## src/rtl/multicycle_ctrl.sv

```systemverilog
// Multi-cycle FETCH/DECODE/EXEC/MEM/WB sequencer for the RV64 datapath. It shares one memory port
// between fetch and load/store, counts retired instructions, and halts on end, illegal op or timeout.
// Ports: clk/rst (sync, active-high), run level, opcode/zero from the datapath, and a mem_req/mem_ready
//   handshake. Outputs: per-step strobes, state code, halt/error flags and the saturating retired count.
module multicycle_ctrl #(
  parameter int MAX_WAIT = 16,
  parameter int CNT_W    = 32
) (
  input  logic             clk,
  input  logic             rst,
  input  logic             run,
  input  logic [6:0]       opcode,
  input  logic             zero,
  input  logic             mem_ready,
  output logic             mem_req,
  output logic             mem_we,
  output logic             ir_we,
  output logic             pc_we,
  output logic             pc_sel,
  output logic             alu_src,
  output logic             mem_to_reg,
  output logic             reg_we,
  output logic [2:0]       state,
  output logic             halted,
  output logic             err_illegal,
  output logic             err_timeout,
  output logic [CNT_W-1:0] retired
);

  typedef enum logic [2:0] {
    S_IDLE   = 3'd0,
    S_FETCH  = 3'd1,
    S_DECODE = 3'd2,
    S_EXEC   = 3'd3,
    S_MEM    = 3'd4,
    S_WB     = 3'd5,
    S_HALT   = 3'd6
  } state_e;

  localparam logic [6:0] OP_R   = 7'b0110011;
  localparam logic [6:0] OP_I   = 7'b0010011;
  localparam logic [6:0] OP_LD  = 7'b0000011;
  localparam logic [6:0] OP_ST  = 7'b0100011;
  localparam logic [6:0] OP_BR  = 7'b1100011;
  localparam logic [6:0] OP_END = 7'b0000000;

  localparam int                WAIT_W    = $clog2(MAX_WAIT + 1);
  // Last wait count that may still be followed by another unanswered cycle.
  localparam logic [WAIT_W-1:0] WAIT_LAST = WAIT_W'(MAX_WAIT - 1);

  state_e             state_q, state_d;
  logic [6:0]         op_q, op_d;
  logic [WAIT_W-1:0]  wait_cnt_q, wait_cnt_d;
  logic               err_illegal_q, err_illegal_d;
  logic               err_timeout_q, err_timeout_d;
  logic [CNT_W-1:0]   retired_q, retired_d;

  logic is_i, is_ld, is_st, is_br, op_ok;
  state_e boundary;

  assign is_i  = (op_q == OP_I);
  assign is_ld = (op_q == OP_LD);
  assign is_st = (op_q == OP_ST);
  assign is_br = (op_q == OP_BR);
  assign op_ok = (opcode == OP_R) || (opcode == OP_I) || (opcode == OP_LD) ||
                 (opcode == OP_ST) || (opcode == OP_BR);

  // Where an instruction goes once it retires: run is only consulted here.
  assign boundary = run ? S_FETCH : S_IDLE;

  always_comb begin
    state_d       = state_q;
    op_d          = op_q;
    wait_cnt_d    = wait_cnt_q;
    err_illegal_d = err_illegal_q;
    err_timeout_d = err_timeout_q;
    retired_d     = retired_q;
    mem_req       = 1'b0;
    mem_we        = 1'b0;
    ir_we         = 1'b0;
    pc_we         = 1'b0;
    pc_sel        = 1'b0;
    alu_src       = 1'b0;
    mem_to_reg    = 1'b0;
    reg_we        = 1'b0;
    halted        = 1'b0;

    case (state_q)
      S_IDLE: begin
        if (run) state_d = S_FETCH;
      end
      S_FETCH: begin
        mem_req = 1'b1;
        if (mem_ready) begin
          ir_we   = 1'b1;
          state_d = S_DECODE;
        end
      end
      S_DECODE: begin
        op_d = opcode;
        if (opcode == OP_END) begin
          state_d = S_HALT;
        end else if (op_ok) begin
          state_d = S_EXEC;
        end else begin
          state_d       = S_HALT;
          err_illegal_d = 1'b1;
        end
      end
      S_EXEC: begin
        alu_src = is_i || is_ld || is_st;
        if (is_br) begin
          pc_we   = 1'b1;
          pc_sel  = zero;
          state_d = boundary;
        end else if (is_ld || is_st) begin
          state_d = S_MEM;
        end else begin
          state_d = S_WB;
        end
      end
      S_MEM: begin
        mem_req = 1'b1;
        mem_we  = is_st;
        alu_src = 1'b1;
        if (mem_ready) begin
          if (is_ld) begin
            state_d = S_WB;
          end else begin
            pc_we   = 1'b1;
            state_d = boundary;
          end
        end
      end
      S_WB: begin
        reg_we     = 1'b1;
        mem_to_reg = is_ld;
        alu_src    = is_i || is_ld;
        pc_we      = 1'b1;
        state_d    = boundary;
      end
      S_HALT: begin
        halted = 1'b1;
      end
      default: begin
        state_d = S_IDLE;
      end
    endcase

    // An unanswered cycle at the last allowed count aborts the access; a
    // mem_ready in that same cycle never reaches this branch, so completion wins.
    if (mem_req && !mem_ready) begin
      if (wait_cnt_q == WAIT_LAST) begin
        state_d       = S_HALT;
        err_timeout_d = 1'b1;
      end else begin
        wait_cnt_d = wait_cnt_q + WAIT_W'(1);
      end
    end

    // Every state entry starts a fresh wait window.
    if (state_d != state_q) wait_cnt_d = '0;

    if (pc_we && (retired_q != {CNT_W{1'b1}})) retired_d = retired_q + CNT_W'(1);
  end

  always_ff @(posedge clk) begin
    if (rst) begin
      state_q       <= S_IDLE;
      op_q          <= '0;
      wait_cnt_q    <= '0;
      err_illegal_q <= 1'b0;
      err_timeout_q <= 1'b0;
      retired_q     <= '0;
    end else begin
      state_q       <= state_d;
      op_q          <= op_d;
      wait_cnt_q    <= wait_cnt_d;
      err_illegal_q <= err_illegal_d;
      err_timeout_q <= err_timeout_d;
      retired_q     <= retired_d;
    end
  end

  assign state       = state_q;
  assign err_illegal = err_illegal_q;
  assign err_timeout = err_timeout_q;
  assign retired     = retired_q;

endmodule

```

## config.mk

```make
export PLATFORM = sky130hd
export DESIGN_NAME = multicycle_ctrl
export DESIGN_NICKNAME = d
export VERILOG_FILES = /design/src/rtl/multicycle_ctrl.sv
export SDC_FILE = /design/constraint.sdc
export NUM_CORES = 1
export LEC_CHECK = 0
export ABC_CLOCK_PERIOD_IN_PS = 2800
export CAP_MARGIN = 15
export CORE_ASPECT_RATIO = 2
export CORE_MARGIN = 2
export CORE_UTILIZATION = 52
export DETAILED_ROUTE_END_ITERATION = 16
export MAX_ROUTING_LAYER = met4
export PLACE_DENSITY = 0.8
export SKIP_CTS_REPAIR_TIMING = 1
export SLEW_MARGIN = 30
export SYNTH_ARGS = -nofsm -noshare
export SYNTH_HDL_FRONTEND = slang
export SYNTH_SLANG_ARGS = --single-unit
```

## constraint.sdc

```tcl
create_clock -name clk -period 2.8 [get_ports clk]
set_input_delay 0.28 -clock clk [delete_from_list [all_inputs] [get_ports clk]]
set_output_delay 0.28 -clock clk [all_outputs]
set_load 0.1 [all_outputs]
```

== Word-level counts from Yosys, hierarchy flattened ==
Cells that the tools add are included.
Widths: inputs -> output; s select.
Storage, ports and cells
  bits of input ports: 12
  logic and storage cells: 72
  output and inout bits: 46
  register bits after elaboration: 49
Operators by class
  mux-type cells: 26
  bitwise operators: 3
  eq/ne operators: 18
  reduce and logical (&&, ||, !) cells: 17
  add/subtract/negate cells: 2
Operator list (count)
  $add 32x1->32 const B: 1
  $ne 32x32->1 const B: 1
  $mux 3: 9
  $eq 7x6->1 const B: 3
  $pmux 3 s7: 1
  $eq 7x2->1 const B: 2
  $eq 7x5->1 const B: 2
  $eq 7x7->1 const B: 2
  $mux 1: 14
  $eq 3x3->1 const B: 3
  $logic_not 7->1: 1
  $logic_or 1x1->1: 7
  $eq 3x2->1 const B: 2
  $pmux 1 s3: 2
  $add 5x1->5 const B: 1
  $eq 5x4->1 const B: 1
  $reduce_and 2->1: 2
  $reduce_or 2->1: 2
  $eq 3x1->1 const B: 1
  $logic_not 3->1: 1
  $ne 3x3->1: 1
  $not 1->1: 3
  $reduce_and 3->1: 1
  $logic_and 1x1->1: 2
  $logic_not 1->1: 1

== Depth between registers and ports, before layout ==
  word-level depth: 12
  depth in mapped cells: 8
  depth with buffers taken out: 8

== Worst setup path before layout ==
Ideal clock, no wire load.
  kind: flip-flop to output port
  start point: register state_q[2] (netlist: state[2])
  end point: output port mem_to_reg
  required time: 2.520 ns
  buffers on the path: 0
  stages on the path, launching flop included: 3
  slack: -1.778 ns
  arrival: 4.298 ns
  path through: dfxtp_1 -> and3b_1 -> nor3b_1
Between the ends
  longest elaborated chain between the ends: 2
RTL lines
  from (decl): line 51  | state_e state_q, state_d;
  from (signal assigned): line 176  | state_q <= state_d;
  $eq 3x3->1: line 88  | case (state_q)
  $mux 1: line 88
  to (decl): line 21  | output logic mem_to_reg,
No other way between the ends.

== Final worst setup path ==
  start point: register state_q[0] (netlist: state[0])
  end point: output port pc_we
Between the ends
  longest elaborated chain between the ends: 2
  elaborated cells on any way between the ends: 4
  classes of those cells: eq/ne: 3; mux: 1
RTL lines
  $eq 3x3->1 or $eq 3x2->1 (tied branches): line 88
  $pmux 1 s3 *: line 88
  to (decl): line 18  | output logic pc_we,
Mark *: on every way between the ends. The rest lies on a longest branch, timed or not.

==> results.md <==
* Placed cell area at 3493 um2
* Leakage power at 1.256 nW
* Root Driver: clkbuf_8
* Total grt overflow at 0
* Post-Syn Instances at 348
* Maximum clock rate at 422.5 MHz
* Total of max-cap violations at 0
* Nets@finish at 419
* Setup crit end kind: output pin
* NetSw at 0.5099 mW
* 1st-pass router iterations at 4
* Vias at 2955
* Syn nets at 363
* Synth Area in Simple Gates at 34.57%
* Die ar. at 6283 um2
* Internal power at 1.023 mW
* Worst min path class: flip-flop to flip-flop
* GRT Overall Usage at 25.33%
* Pwr/cell area at 428.2 nW/um2
* Port bufs at 57
* Final hold violation count at 0
* Worst-path maximum fanout at 28
* Initial DRC count at 140
* Global-route wire length before repair at 12350 um
* Area delta synth->final at 22.26%
* Yosys cell types at 70
* Critical Path AT at 2090 ps
* Compound-gate portion of the synthesized area at 22.31%
* GP Congestion at 0.8960
* Average size of a mapped cell at 8.413 um2
* Seq/Total Area, Yosys at 33.50%
* Outcome: completed
* Number of buffers created by CTS at 5
* Synth warn at 0
* Seq cells post-synth at 49
* DRT antenna net count at 0
* Initial Util at 54.02%
* Die W at 57.06 um
* Post-route setup slack at 433.3 ps
* Drc violations at 0
* Main synth FF type: dfxtp_1
* Design area at 3580 um2
* WL per Instance at 16.10 um
* Initial antenna violation count at 0
* DP HPWL at 5627 um
* Clock-pin slew on the worst setup and hold paths at 80 ps
* Fin Clk Skew at 6.689 ps
* Endpoints failing setup at 0
* Setup TNS at 0 ps
* Xor/xnor share of the synthesized area at 1.197%
* Pwr Total at 1.533 mW
* Pre-CTS setup slack at 324.0 ps
* Clock Latency Late Sink at 310 ps
* Final min period at 2367 ps
* Clk pwr share at 27.9%
* Synth Area in Adders at 1.282%
* Required time worst endpoint at 2520 ps
* Post-synthesis mux area share at 1.923%
* Clock sinks at 49
* Row cnt at 38
* Synth Cell Area at 2928 um2
* CORE AREA at 5420 um2
* Commonest non-fill, non-tap cell in the layout: buf_4
* Die height at 110.1 um
* Routed WL at 7472 um
* Vias in the first global route at 2738
* Core Util, Final at 66.04%
* CTS Buffer Depth at 2
* WHS at 473.5 ps
* Peak VDD IR at 0.0004068 V
* ANT cells at 0
* Post-Place Cells at 457
* Unrepaired setup endpoints after global routing: false
* Fillers at 494
* Combinational family with the most area after synthesis: simple AND/OR/NAND/NOR gates
* Share of cells above drive strength 1 at 22.28%
* Flop pwr share at 49.1%
* Setup CP Type: flip-flop to output pin
* Largest net degree at the start of global routing at 44
* Htree depth at 2
* CTS tree: done
* Worst-margin pin slew at 812.7 ps
* Combinational Power Share at 23.0%
* I/O pin cnt at 58
* Number of synthesized flops with an enable pin at 0
* CP Launch Type: flip-flop
* Non-filler instance count after layout at 464
* Vias per cell at 6.369
* Crit share post-route at 84.53%
* Commonest non-fill, non-tap cells in the layout: buf_4, dfxtp_1, nand2_1, a21oi_1, nor2_1
* Worst-case headroom to the max-slew limit at 45.82%
* Switching Share at 33.27%
* Ys async rst share at 0%
* Final Max Tran Viols at 0
## critical path, cell delays in order, from the launching register on
cell	delay (ps)
dfxtp_2	380
buf_4	200
and3b_4	210
a21o_1	210
nor3_2	120
buf_4	300
clkinvlp_4	170
buf_12	180
## area by class of cell
cell class	instances	area, um2	share of cell area (%)
clock buffer	7	86.33	2.412
sequential	49	987.2	27.58
multi-input combinational	270	1843	51.49
timing repair buffer	67	543.0	15.17
inverter	11	45.04	1.258
tap	60	75.07	2.097
## power groups by stage
stage	registers (mW)	clock network [mW]	logic (mW)
after detailed placement	0.768	0	0.352
after CTS	0.752	0.435	0.353
after floorplan	0.813	0	0.214
after global placement	0.769	0	0.348
after global routing	0.758	0.462	0.375
final	0.752	0.428	0.352
## worst paths after layout
| path | slack, ps | cells after the start | from | end |
|---|---|---|---|---|
| min reg2reg | 470 | 2 | op_q[3] | op_q[3] |
| min | 470 | 2 | op_q[3] | op_q[3] |
| max | 430 | 7 | state[0] | pc_we |
| max reg2reg | 530 | 6 | state[0] | retired[27] |
## per-layer routing
metal / global-route usage (%) / share of wire (%) / vias to the layer above
li1: - / - / 1444
met1: 24.16 / 37 / 1413
met2: 47.78 / 57 / 78
met3: 4.201 / 3.9 / 20
met4: 12.62 / 3.0 / 0
met5: - / 0 / -
## cell usage after synthesis, types with 4 or more instances
library cell | number | share of area [%]
dfxtp_1 | 49 | 34
or4_1 | 18 | 4.6
and3_1 | 4 | 0.85
nor2_1 | 22 | 2.8
clkbuf_1 | 5 | 0.64
o21ai_0 | 4 | 0.68
nor3_1 | 7 | 1.2
o31ai_1 | 16 | 4.1
buf_2 | 6 | 1.0
nand2_1 | 37 | 4.7
nor2b_1 | 6 | 1.3
nand3_1 | 13 | 2.2
inv_1 | 11 | 1.4
nor4_1 | 14 | 3.0
o21a_1 | 7 | 1.8
a21oi_1 | 31 | 5.3
o31a_1 | 5 | 1.5
nand4_1 | 8 | 1.7
or3_1 | 7 | 1.5
xnor2_1 | 4 | 1.2
mux2_1 | 5 | 1.9
buf_4 | 5 | 1.3
## flip-flops by register name, summed over array words and instances (netlist names)
signal,cells
state,3
retired,32
op_q,7
err_timeout,1
err_illegal,1
wait_cnt_q,5
## cells by family after synthesis
family	after synthesis
adders and majority gates	3
muxes	5
DFF	49
buffers and inverters	29
xor gates and xnor gates	4
AOI/OAI and AO/OA	91
and+or+nand+nor	167
Power figures use the tool's default switching activity.
